--- config.mk ---
export PLATFORM = sky130hd
export DESIGN_NAME = instruction_fetch_unit
export DESIGN_NICKNAME = d
export VERILOG_FILES = /design/src/rtl/instruction_fetch_unit.sv
export SDC_FILE = /design/constraint.sdc
export NUM_CORES = 1
export LEC_CHECK = 0
export BUFFER_PORTS_ARGS = -buffer_cell sky130_fd_sc_hd__buf_2
export CAP_MARGIN = 5
export CORE_UTILIZATION = 56
export CTS_CLUSTER_SIZE = 10
export DETAILED_ROUTE_END_ITERATION = 10
export PLACE_DENSITY = 0.8
export SYNTH_ARGS = -nofsm -noshare
export SYNTH_HDL_FRONTEND = slang
export SYNTH_SLANG_ARGS = --single-unit
--- constraint.sdc ---
create_clock -name clk -period 3.3 [get_ports clk]
set_input_delay 0.66 -clock clk [delete_from_list [all_inputs] [get_ports clk]]
set_output_delay 0.66 -clock clk [all_outputs]
set_load 0.02 [all_outputs]
--- src/rtl/instruction_fetch_unit.sv ---
// Instruction fetch initiator: holds the PC, issues one read per cycle into a
// one-cycle-latency memory, and buffers returned words in a skid FIFO for decode.
module instruction_fetch_unit #(
  parameter logic [31:0] RESET_PC   = 32'h0000_0000,
  parameter int unsigned FIFO_DEPTH = 2
) (
  input  logic        clk,
  input  logic        rst_n,
  output logic [31:0] imem_addr,
  input  logic [31:0] imem_instr,
  input  logic        redirect_valid,
  input  logic [31:0] redirect_pc,
  output logic        if_valid,
  input  logic        if_ready,
  output logic [31:0] if_instr,
  output logic [31:0] if_pc,
  output logic        misalign_err
);

  localparam int unsigned PW = (FIFO_DEPTH > 1) ? $clog2(FIFO_DEPTH) : 1;
  localparam int unsigned CW = $clog2(FIFO_DEPTH + 1);

  logic [31:0]   pc_q, pc_d;
  logic          inflight_q, inflight_d;
  logic [31:0]   inflight_pc_q, inflight_pc_d;
  logic [CW-1:0] count_q, count_d;
  logic [PW-1:0] rd_ptr_q, rd_ptr_d;
  logic [PW-1:0] wr_ptr_q, wr_ptr_d;
  logic          misalign_q, misalign_d;

  logic [31:0]   instr_mem_q [FIFO_DEPTH];
  logic [31:0]   pc_mem_q    [FIFO_DEPTH];

  logic          pop;
  logic          push;
  logic          issue;
  logic [31:0]   occupancy;

  function automatic logic [PW-1:0] ptr_inc(input logic [PW-1:0] p);
    if (32'(p) == FIFO_DEPTH - 1) return '0;
    else                          return p + PW'(1);
  endfunction

  assign imem_addr    = pc_q;
  assign if_valid     = (count_q != '0);
  assign if_instr     = instr_mem_q[rd_ptr_q];
  assign if_pc        = pc_mem_q[rd_ptr_q];
  assign misalign_err = misalign_q;

  assign pop  = if_valid & if_ready;
  assign push = inflight_q & ~redirect_valid;

  // Entries already owed to the FIFO (stored + in flight) after this cycle's pop;
  // a new fetch is only issued if it is guaranteed a slot on return.
  assign occupancy = 32'(count_q) + 32'(inflight_q) - 32'(pop);
  assign issue     = ~redirect_valid & (occupancy < FIFO_DEPTH);

  always_comb begin
    pc_d          = pc_q;
    inflight_d    = 1'b0;
    inflight_pc_d = inflight_pc_q;
    count_d       = count_q;
    rd_ptr_d      = rd_ptr_q;
    wr_ptr_d      = wr_ptr_q;
    misalign_d    = 1'b0;
    if (redirect_valid) begin
      pc_d       = {redirect_pc[31:2], 2'b00};
      count_d    = '0;
      rd_ptr_d   = '0;
      wr_ptr_d   = '0;
      misalign_d = |redirect_pc[1:0];
    end else begin
      if (issue) begin
        inflight_d    = 1'b1;
        inflight_pc_d = pc_q;
        pc_d          = pc_q + 32'd4;
      end
      if (push) wr_ptr_d = ptr_inc(wr_ptr_q);
      if (pop)  rd_ptr_d = ptr_inc(rd_ptr_q);
      count_d = count_q + CW'(push) - CW'(pop);
    end
  end

  always_ff @(posedge clk or negedge rst_n) begin
    if (!rst_n) begin
      pc_q          <= RESET_PC;
      inflight_q    <= 1'b0;
      inflight_pc_q <= '0;
      count_q       <= '0;
      rd_ptr_q      <= '0;
      wr_ptr_q      <= '0;
      misalign_q    <= 1'b0;
    end else begin
      pc_q          <= pc_d;
      inflight_q    <= inflight_d;
      inflight_pc_q <= inflight_pc_d;
      count_q       <= count_d;
      rd_ptr_q      <= rd_ptr_d;
      wr_ptr_q      <= wr_ptr_d;
      misalign_q    <= misalign_d;
    end
  end

  always_ff @(posedge clk or negedge rst_n) begin
    if (!rst_n) begin
      for (int unsigned i = 0; i < FIFO_DEPTH; i++) begin
        instr_mem_q[i] <= '0;
        pc_mem_q[i]    <= '0;
      end
    end else if (push) begin
      instr_mem_q[wr_ptr_q] <= imem_instr;
      pc_mem_q[wr_ptr_q]    <= inflight_pc_q;
    end
  end

endmodule
Yosys cells after proc, flatten, opt, wreduce, memory -nomap -nowiden
Index checks and enable logic that the tools add are counted.
{"block": "classes", "addsub": 7, "magnitude_cmp": 4, "mux": 22, "bitwise": 6, "n_reduce_logical": 7}
{"operator": "32-bit 2-to-1 mux", "n": 9}
{"operator": "64-bit bitwise mux", "n": 2}
{"operator": "32-bit by 3-bit adder with 32-bit output (second input constant)", "n": 1}
{"operator": "32-bit demux with 1-bit select", "n": 1}
{"operator": "32-bit by 2-bit less-than comparator with 1-bit output (second input constant)", "n": 1}
{"operator": "1-bit 2-to-1 mux", "n": 9}
{"operator": "2-bit nonzero test", "n": 4}
{"operator": "2-bit >= comparator (second input constant)", "n": 2}
{"operator": "1-bit NOT with 2-bit output", "n": 2}
{"operator": "3-bit by 1-bit subtractor with 4-bit output", "n": 1}
{"operator": "2-bit by 1-bit adder with 3-bit output", "n": 1}
{"operator": "1-bit AND", "n": 3}
{"operator": "1-bit adder (second input constant)", "n": 2}
{"operator": "2-bit by 1-bit adder with 2-bit output", "n": 1}
{"operator": "2-bit by 1-bit less-than comparator with 1-bit output (second input constant)", "n": 1}
{"operator": "2-bit 2-to-1 mux", "n": 1}
{"operator": "2-bit AND reduction", "n": 1}
{"operator": "2-bit OR reduction", "n": 1}
{"operator": "2-bit by 1-bit subtractor with 2-bit output", "n": 1}
{"operator": "1-bit logical AND", "n": 1}
{"operator": "1-bit NOT", "n": 1}
{"block": "word_totals", "regBits": 198, "inputBits": 68}

Depth between registers and ports, before layout
Gate-level depths: netlist of the first run.
{"block": "logic_depth", "word_depth": 7, "mapped_depth": 9, "mapped_depth_nobuf": 7}

Least setup slack after synthesis of the first run
OpenSTA, ideal clock, no wires.
{"block": "synth_timing", "path_kind": "in2reg", "startpoint": "input if_ready", "endpoint": "register pc_q[16], in the netlist imem_addr[16]", "t_arrival_ns": 2.973, "required_ns": 3.218, "path_slack_ns": 0.245, "cell_stages": 9, "path_buffers": 2, "cell_sequence": "nand2b_1 > a21boi_0 > fa_1 > buf_2 > nand4b_1 > or3_1 > clkbuf_1 > or4_1 > a31oi_1"}
{"block": "synth_via", "elab_chain_cells": 5}
{"element": "from (decl)", "line": "14", "rtl": "input logic if_ready,"}
{"element": "1-bit AND", "line": "50", "rtl": "assign pop = if_valid & if_ready;"}
{"element": "3-bit by 1-bit subtractor with 4-bit output", "line": "55", "rtl": "assign occupancy = 32'(count_q) + 32'(inflight_q) - 32'(pop);"}
{"element": "32-bit by 2-bit less-than comparator with 1-bit output", "line": "56", "rtl": "assign issue = ~redirect_valid & (occupancy < FIFO_DEPTH);"}
{"element": "1-bit AND", "line": "56"}
{"element": "2-bit nonzero test (no source line)"}
{"element": "to (signal assigned)", "line": "94", "rtl": "pc_q <= pc_d;"}
{"element": "to (decl)", "line": "23", "rtl": "logic [31:0] pc_q, pc_d;"}
Every way passes these cells.
A chain may end at the register's enable or synchronous reset.

Final worst setup path of the first run
{"block": "layout_timing", "startpoint": "register count_q[0]", "endpoint": "register pc_q[16], in the netlist imem_addr[16]"}
{"block": "layout_via", "elab_chain_cells": 6, "elab_cells_between_ends": 7, "cone_classes": "2 x add/sub; 1 x order compare; 2 x bitwise; 2 x reduce/logical"}
{"element": "from (decl)", "line": "26", "rtl": "logic [CW-1:0] count_q, count_d;"}
{"element": "from (signal assigned)", "line": "97", "rtl": "count_q <= count_d;"}
{"element": "parallel branches: the longest is 2 deep, another holds 2-bit by 1-bit adder with 3-bit output"}
{"element": "3-bit by 1-bit subtractor with 4-bit output *", "line": "55"}
{"element": "32-bit by 2-bit less-than comparator with 1-bit output *", "line": "56"}
{"element": "1-bit AND *", "line": "56"}
{"element": "2-bit nonzero test (no source line) *"}
Every way passes the cells marked *.

==> results of run 1 <==
registers in the layout (all words and copies together) (netlist names):
signal	cells
count_q	2
imem_addr	30
inflight_pc_q	30
inflight_q	1
instr_mem_q	64
misalign_err	1
pc_mem_q	60
rd_ptr_q	1
wr_ptr_q	1
stage by stage:
step	worst slack [ns]	hold slack [ns]	total power, mW
2_1_floorplan	0.245	0.364	6.85
3_3_place_gp	0.146	0.481	7.94
3_5_place_dp	0.136	0.487	8.18
4_1_cts	0.381	0.309	10.3
5_1_grt	0.210	0.336	10.8
6_report	0.397	0.281	10.3
power breakdown:
part	total, mW	leakage [nW]	internal (mW)	switching, mW
sequential	3.99	2.26	3.36	0.631
clock	2.13	0.299	1.27	0.862
combinational	4.13	2.04	2.09	2.05
total	10.3	4.60	6.71	3.54
metal layers:
layer	vias up	wire [um]	GRT usage, %
met3	35	1160	5.74
met5	-	0	0
met4	0	389	10.1
li1	2660	-	-
met1	2963	8250	33.5
met2	227	9280	41.1
cells by family after synthesis:
logic type	after synthesis
muxes	219
DFF	190
and+or+nand+nor	132
buffers and inverters	52
AOI/OAI and AO/OA	43
xor gates and xnor gates	15
adders and majority gates	3
other	1
placed cells by master, fill, tap and decap left out, drive strengths merged, types with 3 or more instances in the layout:
cell and count:
nor3 3, xor2 4, nand4b 3, buf 178
or2 3, dfrtp 190, clkbuf 23, or3 6
conb 4, nand4 13, nand2b 3, clkinv 3
nand3 12, mux2i 3, mux2 216, nor4 7
a31oi 9, or4 10, xnor2 11, inv 9
bufinv 3, o21ai 11, o31ai 7, nor2b 5
a21oi 3, nor2 27, nand2 30
how the worst min path moves through the flow:
stage	from	endpoint	slack, ns	depth (start not counted)
6_report	rst_n	instr_mem_q[59]	0.28	1
4_1_cts	rst_n	instr_mem_q[55]	0.31	1
2_1_floorplan	rst_n	count_q[0]	0.36	0
3_3_place_gp	instr_mem_q[24]	instr_mem_q[24]	0.48	1
3_5_place_dp	pc_mem_q[9]	pc_mem_q[9]	0.49	1
5_1_grt	rst_n	instr_mem_q[57]	0.34	1
critical path, cell delays in order (launching register included):
cell	delay, ns
dfrtp_1	0.41
nand3b_1	0.21
a21boi_0	0.26
fa_1	0.53
nand4b_1	0.23
or3_1	0.48
or4_1	0.53
a31oi_1	0.17
final cells by class:
cell class	count	area share, %
Clock buffer	22	4.67
Clock inverter	9	1.28
Inverter	8	0.290
Multi-Input combinational cell	416	35.8
Sequential cell	190	45.9
Tap cell	188	2.27
Timing Repair Buffer	179	9.77
==> impl_summary.log, run 1 <==
[metrics] status: complete, no violations
[metrics] Placed Instances: 981
[metrics] die boundary width: 126 um
[metrics] Rows: 45
[metrics] Worst-Margin Slew: 0.962 ns
[metrics] Fillers: 1055
[metrics] via count: 5885
[metrics] worst flop-to-flop path endpoint: imem_addr[16]
[metrics] maximum VDD drop: 0.507 mV
[metrics] Antenna Violating Nets Remaining: 0
[metrics] number of global-route vias before repair: 6134
[metrics] setup repair after global routing missed its margin: false
[metrics] total congestion overflow: 0
[metrics] top post-synthesis cells by area: dfrtp_1, mux2_2, nand2_1
[metrics] Netlist cell types: 49
[metrics] sequential element share of the synthesized area: 54.9%
[metrics] die outline area: 16000 um^2
[metrics] portion of netlist area occupied by mux cells: 28.4%
[metrics] Simple-Gate Fraction of Synth Area: 8.67%
[metrics] fin crit period: 2.90 ns
[metrics] gpl congestion: 0.803
[metrics] start point of the critical path: count_q[0]
[metrics] startpoint of the lowest-slack register-to-register path: count_q[0]
[metrics] HPWL Detailed: 12900 um
[metrics] signed area change from the synthesized netlist to the final layout: 19.6%
[metrics] area taken by multi-input logic gates: 3710 um^2
[metrics] Design Area, Final: 10400 um^2
[metrics] power per cell area: 989 nW/um^2
[metrics] critical path data required time: 3.65 ns
[metrics] Detailed Route WL: 19100 um
[metrics] Max Clock Freq: 344 MHz
[metrics] critical path capture point type: flop
[metrics] largest family of logic cells by synthesized area: multiplexers
[metrics] number of sinks handled by clock tree synthesis: 190
[metrics] Port Buffers: 161
[metrics] number of cells on the worst reg-to-reg path: 7
[metrics] utilization after layout: 68.4%
[metrics] GRT Util Overall: 25.4%
[metrics] async set or reset register ratio after synthesis: 100%
[metrics] TritonCTS clock tree: yes
[metrics] Setup-failing EPs final: 0
[metrics] synthesis warning total: 0
[metrics] area of the core: 15100 um^2
[metrics] Period Utilization, post-route: 88.0%
[metrics] number of antenna violations at the first check in global routing: 0
[metrics] flip-flop and latch count after synthesis: 190
[metrics] crit path to: imem_addr[16]
[metrics] maximum number of pins on one net before global-route repair: 90
[metrics] count of flip-flops with a built-in enable after synthesis: 0
[metrics] Hold-fix buffers, CTS: 0
[metrics] Worst R2R Setup Slack: 0.40 ns
[metrics] Final #Nets: 883
[metrics] CP startpoint kind: flop
[metrics] buffer type at the clock tree root: clkbuf_16
[metrics] Total Negative Setup Slacks: 0 ns
[metrics] placed cell area: 9750 um^2
[metrics] clk_skew: 0.00879 ns
[metrics] length of the first detailed-routing pass in iterations: 7
[metrics] Vert. Die Dim: 126 um
[metrics] WS Path Type: flop to flop
[metrics] mean instance size in the synthesized netlist: 13.2 um^2
[metrics] remaining routing DRC violations: 0
[metrics] hold violation total from the final report: 0
[metrics] effective utilization at floorplan: 57.2%
[metrics] adder-cell share of the synthesized area: 0.520%
[metrics] Most used DFF post-synth: dfrtp_1
[metrics] worst skew pair latency: 0.43 ns
[metrics] clock transition at the register clock pins on the worst setup and hold paths after CTS: 0.06 ns
[metrics] cell area after synthesis: 8660 um^2
[metrics] ranking of synthesized cells by instance count: mux2_2, dfrtp_1, nand2_1, nor2_1, clkbuf_1
[metrics] biggest area consumer among synthesized cells: dfrtp_1
[metrics] number of levels the H-tree was split into: 4
[metrics] first-iteration detailed-routing DRC count: 294
[metrics] clock buffer count from CTS: 17
[metrics] fraction of layout instances using a drive strength above 1: 53.2%
[metrics] area used by sequential logic in the layout: 4760 um^2
[metrics] class of the worst hold path: input pin to asynchronous set/reset pin
[metrics] total I/O pin count: 166
[metrics] antenna cells: 0
[metrics] wire length of the first global-routing pass: 31600 um
[metrics] fin cells: 1012
[metrics] Post-CTS Resized: 0
[metrics] most frequent cell after synthesis: mux2_2
[metrics] area share of the leading cell type in the synthesized netlist: 54.9%
[metrics] max-slew violation total from the final report: 0
[metrics] Post CTS Setup Buffer Count: 0
[metrics] critical path data arrival time: 3.25 ns
[metrics] Slew HR: 35.9%
[metrics] xor-xnor portion of the synthesized cell area: 1.52%
[metrics] Routed WL per cell: 18.9 um
[metrics] LEAKAGE: 4.60 nW
[metrics] Gate Count Post-Synth: 655
[metrics] crit path max fanout: 9
[metrics] post-synthesis compound-gate area fraction: 3.32%
[metrics] buffers from clock root to sink, at most: 2
[metrics] max capacitance violation total: 0
[metrics] drt via density: 5.82
(Power assumes the default switching activity.)
==> inputs of run 2 (changes only) <==
--- a/config.mk
+++ b/config.mk
@@ -7,10 +7,10 @@
 export LEC_CHECK = 0
 export BUFFER_PORTS_ARGS = -buffer_cell sky130_fd_sc_hd__buf_2
 export CAP_MARGIN = 5
-export CORE_UTILIZATION = 56
+export CORE_UTILIZATION = 50
 export CTS_CLUSTER_SIZE = 10
 export DETAILED_ROUTE_END_ITERATION = 10
-export PLACE_DENSITY = 0.8
+export PLACE_DENSITY = 0.79
 export SYNTH_ARGS = -nofsm -noshare
 export SYNTH_HDL_FRONTEND = slang
 export SYNTH_SLANG_ARGS = --single-unit
==> run 2 against run 1 <==
  * Register-to-register slack about the same
  * Fmax about the same
  * Hold slack improved by 0.0021 ns
  * Cell count increased by 3.0%
  * Sequential share of layout area about the same
  * Via count decreased by 2.2%
  * Final area increased by 0.11%
  * Flip-flop and latch count unchanged
  * First-iteration DRC count decreased by 6.5%
  * Sequential power about the same
  * Critical endpoint unchanged
  * Largest power group unchanged
==> impl_summary.log, run 2 (synthesized netlist as in run 1, its figures left out) <==
[metrics] status: complete, no violations
[metrics] registers with the most flip-flops: instr_mem_q: 64 flops, pc_mem_q: 60 flops
[metrics] LEAKAGE: 4.57 nW
[metrics] utilization after layout: 61.9%
[metrics] power per cell area: 984 nW/um^2
[metrics] number of antenna violations at the first check in global routing: 0
[metrics] TritonCTS clock tree: yes
[metrics] max capacitance violation total: 0
[metrics] critical path capture point type: flop
[metrics] critical path data arrival time: 3.25 ns
[metrics] critical path data required time: 3.65 ns
[metrics] Hold-fix buffers, CTS: 0
[metrics] total congestion overflow: 0
[metrics] remaining routing DRC violations: 0
[metrics] Post-CTS Resized: 0
[metrics] Setup-failing EPs final: 0
[metrics] worst skew pair latency: 0.43 ns
[metrics] wire length of the first global-routing pass: 30200 um
[metrics] antenna cells: 0
[metrics] number of levels the H-tree was split into: 4
[metrics] maximum VDD drop: 0.441 mV
[metrics] fraction of layout instances using a drive strength above 1: 53.0%
[metrics] Routed WL per cell: 17.5 um
[metrics] WS Path Type: flop to flop
[metrics] max-slew violation total from the final report: 0
[metrics] Vert. Die Dim: 134 um
[metrics] area of the core: 16800 um^2
[metrics] total I/O pin count: 166
[metrics] leading cell types in the layout, fill and taps excluded: mux2_2, dfrtp_1, buf_2, nand2_1, nor2_1
[metrics] first-iteration detailed-routing DRC count: 275
[metrics] area taken by multi-input logic gates: 3710 um^2
[metrics] drt via density: 5.53
[metrics] maximum number of pins on one net before global-route repair: 90
[metrics] Fillers: 1355
[metrics] buffer type at the clock tree root: clkbuf_16
[metrics] hold violation total from the final report: 0
[metrics] Period Utilization, post-route: 87.9%
[metrics] Max Clock Freq: 345 MHz
[metrics] Slew HR: 38.6%
[metrics] number of flip-flops under the largest register name: 64
[metrics] GRT Util Overall: 21.6%
[metrics] area used by sequential logic in the layout: 4760 um^2
[metrics] HPWL Detailed: 12300 um
[metrics] gpl congestion: 0.775
[metrics] die outline area: 17900 um^2
[metrics] buffers from clock root to sink, at most: 2
[metrics] Antenna Violating Nets Remaining: 0
[metrics] Worst R2R Setup Slack: 0.40 ns
[metrics] Port Buffers: 161
[metrics] setup repair after global routing missed its margin: false
[metrics] Post CTS Setup Buffer Count: 0
[metrics] worst-case setup slack after placement: 0.0848 ns
[metrics] Rows: 47
[metrics] Top reg by flops: instr_mem_q
[metrics] CP startpoint kind: flop
[metrics] Final #Nets: 880
[metrics] effective utilization at floorplan: 51.7%
[metrics] fin crit period: 2.90 ns
[metrics] die boundary width: 134 um
[metrics] number of sinks handled by clock tree synthesis: 190
[metrics] crit path max fanout: 9
[metrics] signed area change from the synthesized netlist to the final layout: 19.8%
[metrics] most common cell after layout, fill and taps aside: mux2_2
[metrics] length of the first detailed-routing pass in iterations: 4
[metrics] Worst-Margin Slew: 0.920 ns
[metrics] Detailed Route WL: 18300 um
[metrics] clock buffer count from CTS: 17
[metrics] clock transition at the register clock pins on the worst setup and hold paths after CTS: 0.07 ns
[metrics] clk_skew: 0.00772 ns
[metrics] class of the worst hold path: input pin to asynchronous set/reset pin
[metrics] Total Negative Setup Slacks: 0 ns
[metrics] final setup slack of the worst path: 0.399 ns
[metrics] via count: 5758
[metrics] number of global-route vias before repair: 5897
## run 2: changes by cell type in the layout (fill, tap and decap cells not counted), sizes merged
cell	change
inv	+4
clkbuf	-4
clkinv	-3
buf	-3
bufinv	+1
clkinvlp	+3
## run 2: power breakdown
part	switching (mW)	total, mW	internal, mW
Sequential	0.635	3.99	3.35
Clock	0.917	2.20	1.29
Combinational	1.98	4.02	2.04
Total	3.53	10.2	6.68
## run 2: path summary, 6_finish.rpt
| kind | startpoint | endpoint | cells after the start |
|---|---|---|---|
| worst max-delay path | count_q[0] | imem_addr[16] | 7 |
| worst min-delay path | rst_n | instr_mem_q[60] | 1 |
| worst max register to register | count_q[0] | imem_addr[16] | 7 |
| worst min register to register | pc_mem_q[6] | pc_mem_q[6] | 1 |
| max in group asynchronous | rst_n | pc_mem_q[13] | 2 |
| min in group clk | redirect_pc[18] | imem_addr[18] | 3 |
## run 2: area by class of cell
| type | instances | area share (%) |
|---|---|---|
| Clock buffer | 18 | 4.14 |
| Clock inverter | 14 | 1.99 |
| Inverter | 8 | 0.289 |
| Multi-Input combinational cell | 416 | 35.8 |
| Sequential cell | 190 | 45.8 |
| Tap cell | 220 | 2.65 |
| Timing Repair Buffer | 176 | 9.30 |
## run 2: layer usage
layer / vias to the layer above / GRT usage (%) / part of all wire (%)
met4: 0 / 6.63 / 1.0
met3: 14 / 5.29 / 5.8
met2: 171 / 34.1 / 47
met1: 2909 / 29.4 / 46
li1: 2664 / - / -
met5: - / 0 / 0
## run 2: stage by stage
| stage | power [mW] | cell area (um^2) | instances | hold WS (ns) |
|---|---|---|---|---|
| floorplan | 6.85 | 8670 | 658 | 0.364 |
| global placement | 7.96 | 9740 | 1010 | 0.481 |
| detailed placement | 8.08 | 9740 | 1010 | 0.487 |
| CTS | 10.3 | 10400 | 1042 | 0.304 |
| global route | 10.8 | 10400 | 1042 | 0.320 |
| finish | 10.2 | 10400 | 1042 | 0.283 |
## run 2: worst max-delay path, stage by stage, from the launching register on
cell and delay [ns]:
dfrtp_1 0.41, nand3b_1 0.20, a21boi_0 0.25, fa_1 0.57
nand4b_1 0.24, or3_1 0.48, or4_1 0.51, a31oi_1 0.17
==> inputs of run 3 (changes only) <==
--- a/config.mk
+++ b/config.mk
@@ -7,10 +7,11 @@
 export LEC_CHECK = 0
 export BUFFER_PORTS_ARGS = -buffer_cell sky130_fd_sc_hd__buf_2
 export CAP_MARGIN = 5
-export CORE_UTILIZATION = 50
+export CORE_UTILIZATION = 40
 export CTS_CLUSTER_SIZE = 10
 export DETAILED_ROUTE_END_ITERATION = 10
-export PLACE_DENSITY = 0.79
+export MAX_ROUTING_LAYER = met4
+export PLACE_DENSITY = 0.67
 export SYNTH_ARGS = -nofsm -noshare
 export SYNTH_HDL_FRONTEND = slang
 export SYNTH_SLANG_ARGS = --single-unit
==> constraint.sdc (replaced) <==
create_clock -name clk -period 3.3 [get_ports clk]
set_input_delay 0 -clock clk [delete_from_list [all_inputs] [get_ports clk]]
set_output_delay 0 -clock clk [all_outputs]
set_load 0.02 [all_outputs]
==> run 3 against run 2 <==
  * Die area up 25%
  * Sequential power barely moved
  * Register-to-register slack worse by 0.02 ns
  * Via count grew 5.3%
  * Setup slack lost 0.016 ns
  * Count of clock-buffer cells in the layout is 2 higher
  * Wire length rose by 9.7%
  * Total power decreased by 0.33%
==> impl_summary.log, run 3 (synthesized netlist as in run 1, its figures left out) <==
[metrics] status: complete, no violations
[metrics] routing usage on met1: 24.1%
[metrics] buffers from clock root to sink, at most: 2
[metrics] fin crit period: 2.92 ns
[metrics] max-slew violation total from the final report: 0
[metrics] max capacitance violation total: 0
[metrics] Detailed Route WL: 20100 um
[metrics] wire length of the first global-routing pass: 31900 um
[metrics] Port Buffers: 161
[metrics] Worst R2R Setup Slack: 0.38 ns
[metrics] slowest cell delay on critical path: 0.54 ns
[metrics] dominant delay contributor by cell family on the critical path: simple AND/OR/NAND/NOR gates
[metrics] utilization after layout: 52.2%
[metrics] clock buffer count from CTS: 17
[metrics] maximum VDD drop: 0.453 mV
[metrics] area taken by multi-input logic gates: 3710 um^2
[metrics] Max Clock Freq: 343 MHz
[metrics] fraction of layout instances using a drive strength above 1: 49.0%
[metrics] length of the first detailed-routing pass in iterations: 5
[metrics] Final #Nets: 943
[metrics] maximum number of pins on one net before global-route repair: 67
[metrics] highest-utilization routing layer at the global route stage: met2
[metrics] clk_skew: 0.00801 ns
[metrics] number of global-route vias before repair: 6130
[metrics] Worst-Margin Slew: 0.971 ns
[metrics] Post CTS Setup Buffer Count: 0
[metrics] clock transition at the register clock pins on the worst setup and hold paths after CTS: 0.07 ns
[metrics] number of levels the H-tree was split into: 4
[metrics] Period Utilization, post-route: 88.4%
[metrics] hold violation total from the final report: 0
[metrics] fin cells: 1160
[metrics] TritonCTS clock tree: yes
[metrics] setup repair after global routing missed its margin: false
[metrics] power per cell area: 922 nW/um^2
[metrics] Top reg by flops: instr_mem_q
[metrics] Routed WL per cell: 17.3 um
[metrics] Total Power Consumption: 10.2 mW
[metrics] leading cell types in the layout, fill and taps excluded: mux2_2, dfrtp_1, buf_2, dlygate4sd3_1, nand2_1
[metrics] die boundary width: 149 um
[metrics] effective utilization at floorplan: 41.0%
[metrics] WS Path Type: flop to flop
[metrics] number of antenna violations at the first check in global routing: 0
[metrics] gpl congestion: 0.783
[metrics] area of the core: 21200 um^2
[metrics] worst skew pair latency: 0.43 ns
[metrics] GRT Util Overall: 19.1%
[metrics] drt via density: 5.23
[metrics] die outline area: 22300 um^2
[metrics] registers with the most flip-flops: instr_mem_q: 64 flops, pc_mem_q: 60 flops
[metrics] class of the worst hold path: input pin to asynchronous set/reset pin
[metrics] critical path data required time: 3.66 ns
[metrics] LEAKAGE: 4.83 nW
[metrics] most common cell after layout, fill and taps aside: mux2_2
[metrics] total I/O pin count: 166
[metrics] remaining routing DRC violations: 0
[metrics] buffer type at the clock tree root: clkbuf_16
[metrics] signed area change from the synthesized netlist to the final layout: 27.4%
[metrics] Rows: 53
[metrics] via count: 6063
[metrics] Total Negative Setup Slacks: 0 ns
[metrics] Vert. Die Dim: 149 um
[metrics] antenna cells: 0
[metrics] Setup-failing EPs final: 0
[metrics] count of buffering cells on the critical path with inverters included: 0
[metrics] Placed Instances: 1062
[metrics] first-iteration detailed-routing DRC count: 261
[metrics] number of flip-flops under the largest register name: 64
[metrics] number of sinks handled by clock tree synthesis: 190
[metrics] critical path data arrival time: 3.27 ns
[metrics] critical path capture point type: flop
[metrics] critical path, cell by cell: nand3b_1 -> a21boi_0 -> fa_1 -> nand4b_1 -> or3_1 -> or4_1 -> a31oi_1
[metrics] Slew HR: 35.3%
[metrics] total congestion overflow: 0
[metrics] met2 Usage GRT: 30.9%
[metrics] Design Area, Final: 11000 um^2
[metrics] Fillers: 1823
[metrics] met3 track demand over resource: 3.76%
[metrics] CP startpoint kind: flop
[metrics] area used by sequential logic in the layout: 4760 um^2
[metrics] placed cell area: 9770 um^2
[metrics] HPWL Detailed: 12900 um
[metrics] crit path max fanout: 9
[metrics] Antenna Violating Nets Remaining: 0
[metrics] CP max stage cell: or3_1
-- run 3: layer usage --
| metal | vias up | wire, um |
|---|---|---|
| met5 | - | 0 |
| met4 | 0 | 274 |
| met3 | 20 | 960 |
| met2 | 161 | 9830 |
| met1 | 3073 | 9000 |
| li1 | 2809 | - |
-- run 3: through the flow --
stage | hold WS, ns | setup WS (ns)
3_3_place_gp | 0.0311 | 0.441
3_5_place_dp | 0.0344 | 0.409
5_1_grt | 0.145 | 0.265
2_1_floorplan | -0.296 | 0.448
6_report | 0.102 | 0.383
4_1_cts | 0.132 | 0.376
-- run 3: final cells by class --
cell class | instances | area share, %
Multi-Input combinational cell | 416 | 33.7
Sequential cell | 190 | 43.1
Tap cell | 275 | 3.12
Clock inverter | 12 | 1.21
Inverter | 8 | 0.272
Clock buffer | 20 | 4.23
Timing Repair Buffer | 239 | 14.4
-- run 3: power by group --
part,internal (mW),switching [mW]
Clock,1.19,0.921
Combinational,2.08,1.99
Sequential,3.35,0.650
-- run 3: worst paths after layout --
check / endpoint / depth (start not counted) / from
worst max-delay path: imem_addr[16] / 7 / count_q[0]
worst min-delay path: instr_mem_q[21] / 2 / rst_n
worst max register to register: imem_addr[16] / 7 / count_q[0]
worst min register to register: instr_mem_q[23] / 1 / instr_mem_q[23]
max in group asynchronous: imem_addr[16] / 3 / rst_n
min in group clk: wr_ptr_q / 3 / redirect_valid
-- run 3: worst register-to-register path, cell delays in order, from the launching register on --
cell	delay (ns)
dfrtp_1	0.41
nand3b_1	0.20
a21boi_0	0.25
fa_1	0.47
nand4b_1	0.30
or3_1	0.54
or4_1	0.51
a31oi_1	0.17
-- run 3: what timing repair did --
| item | 4_1_cts | 5_1_grt |
|---|---|---|
| resized for setup | 0 | 0 |
| setup endpoints to repair | 0 | 0 |
| hold buffers | 66 | 0 |
| hold endpoints to repair | 159 | 0 |
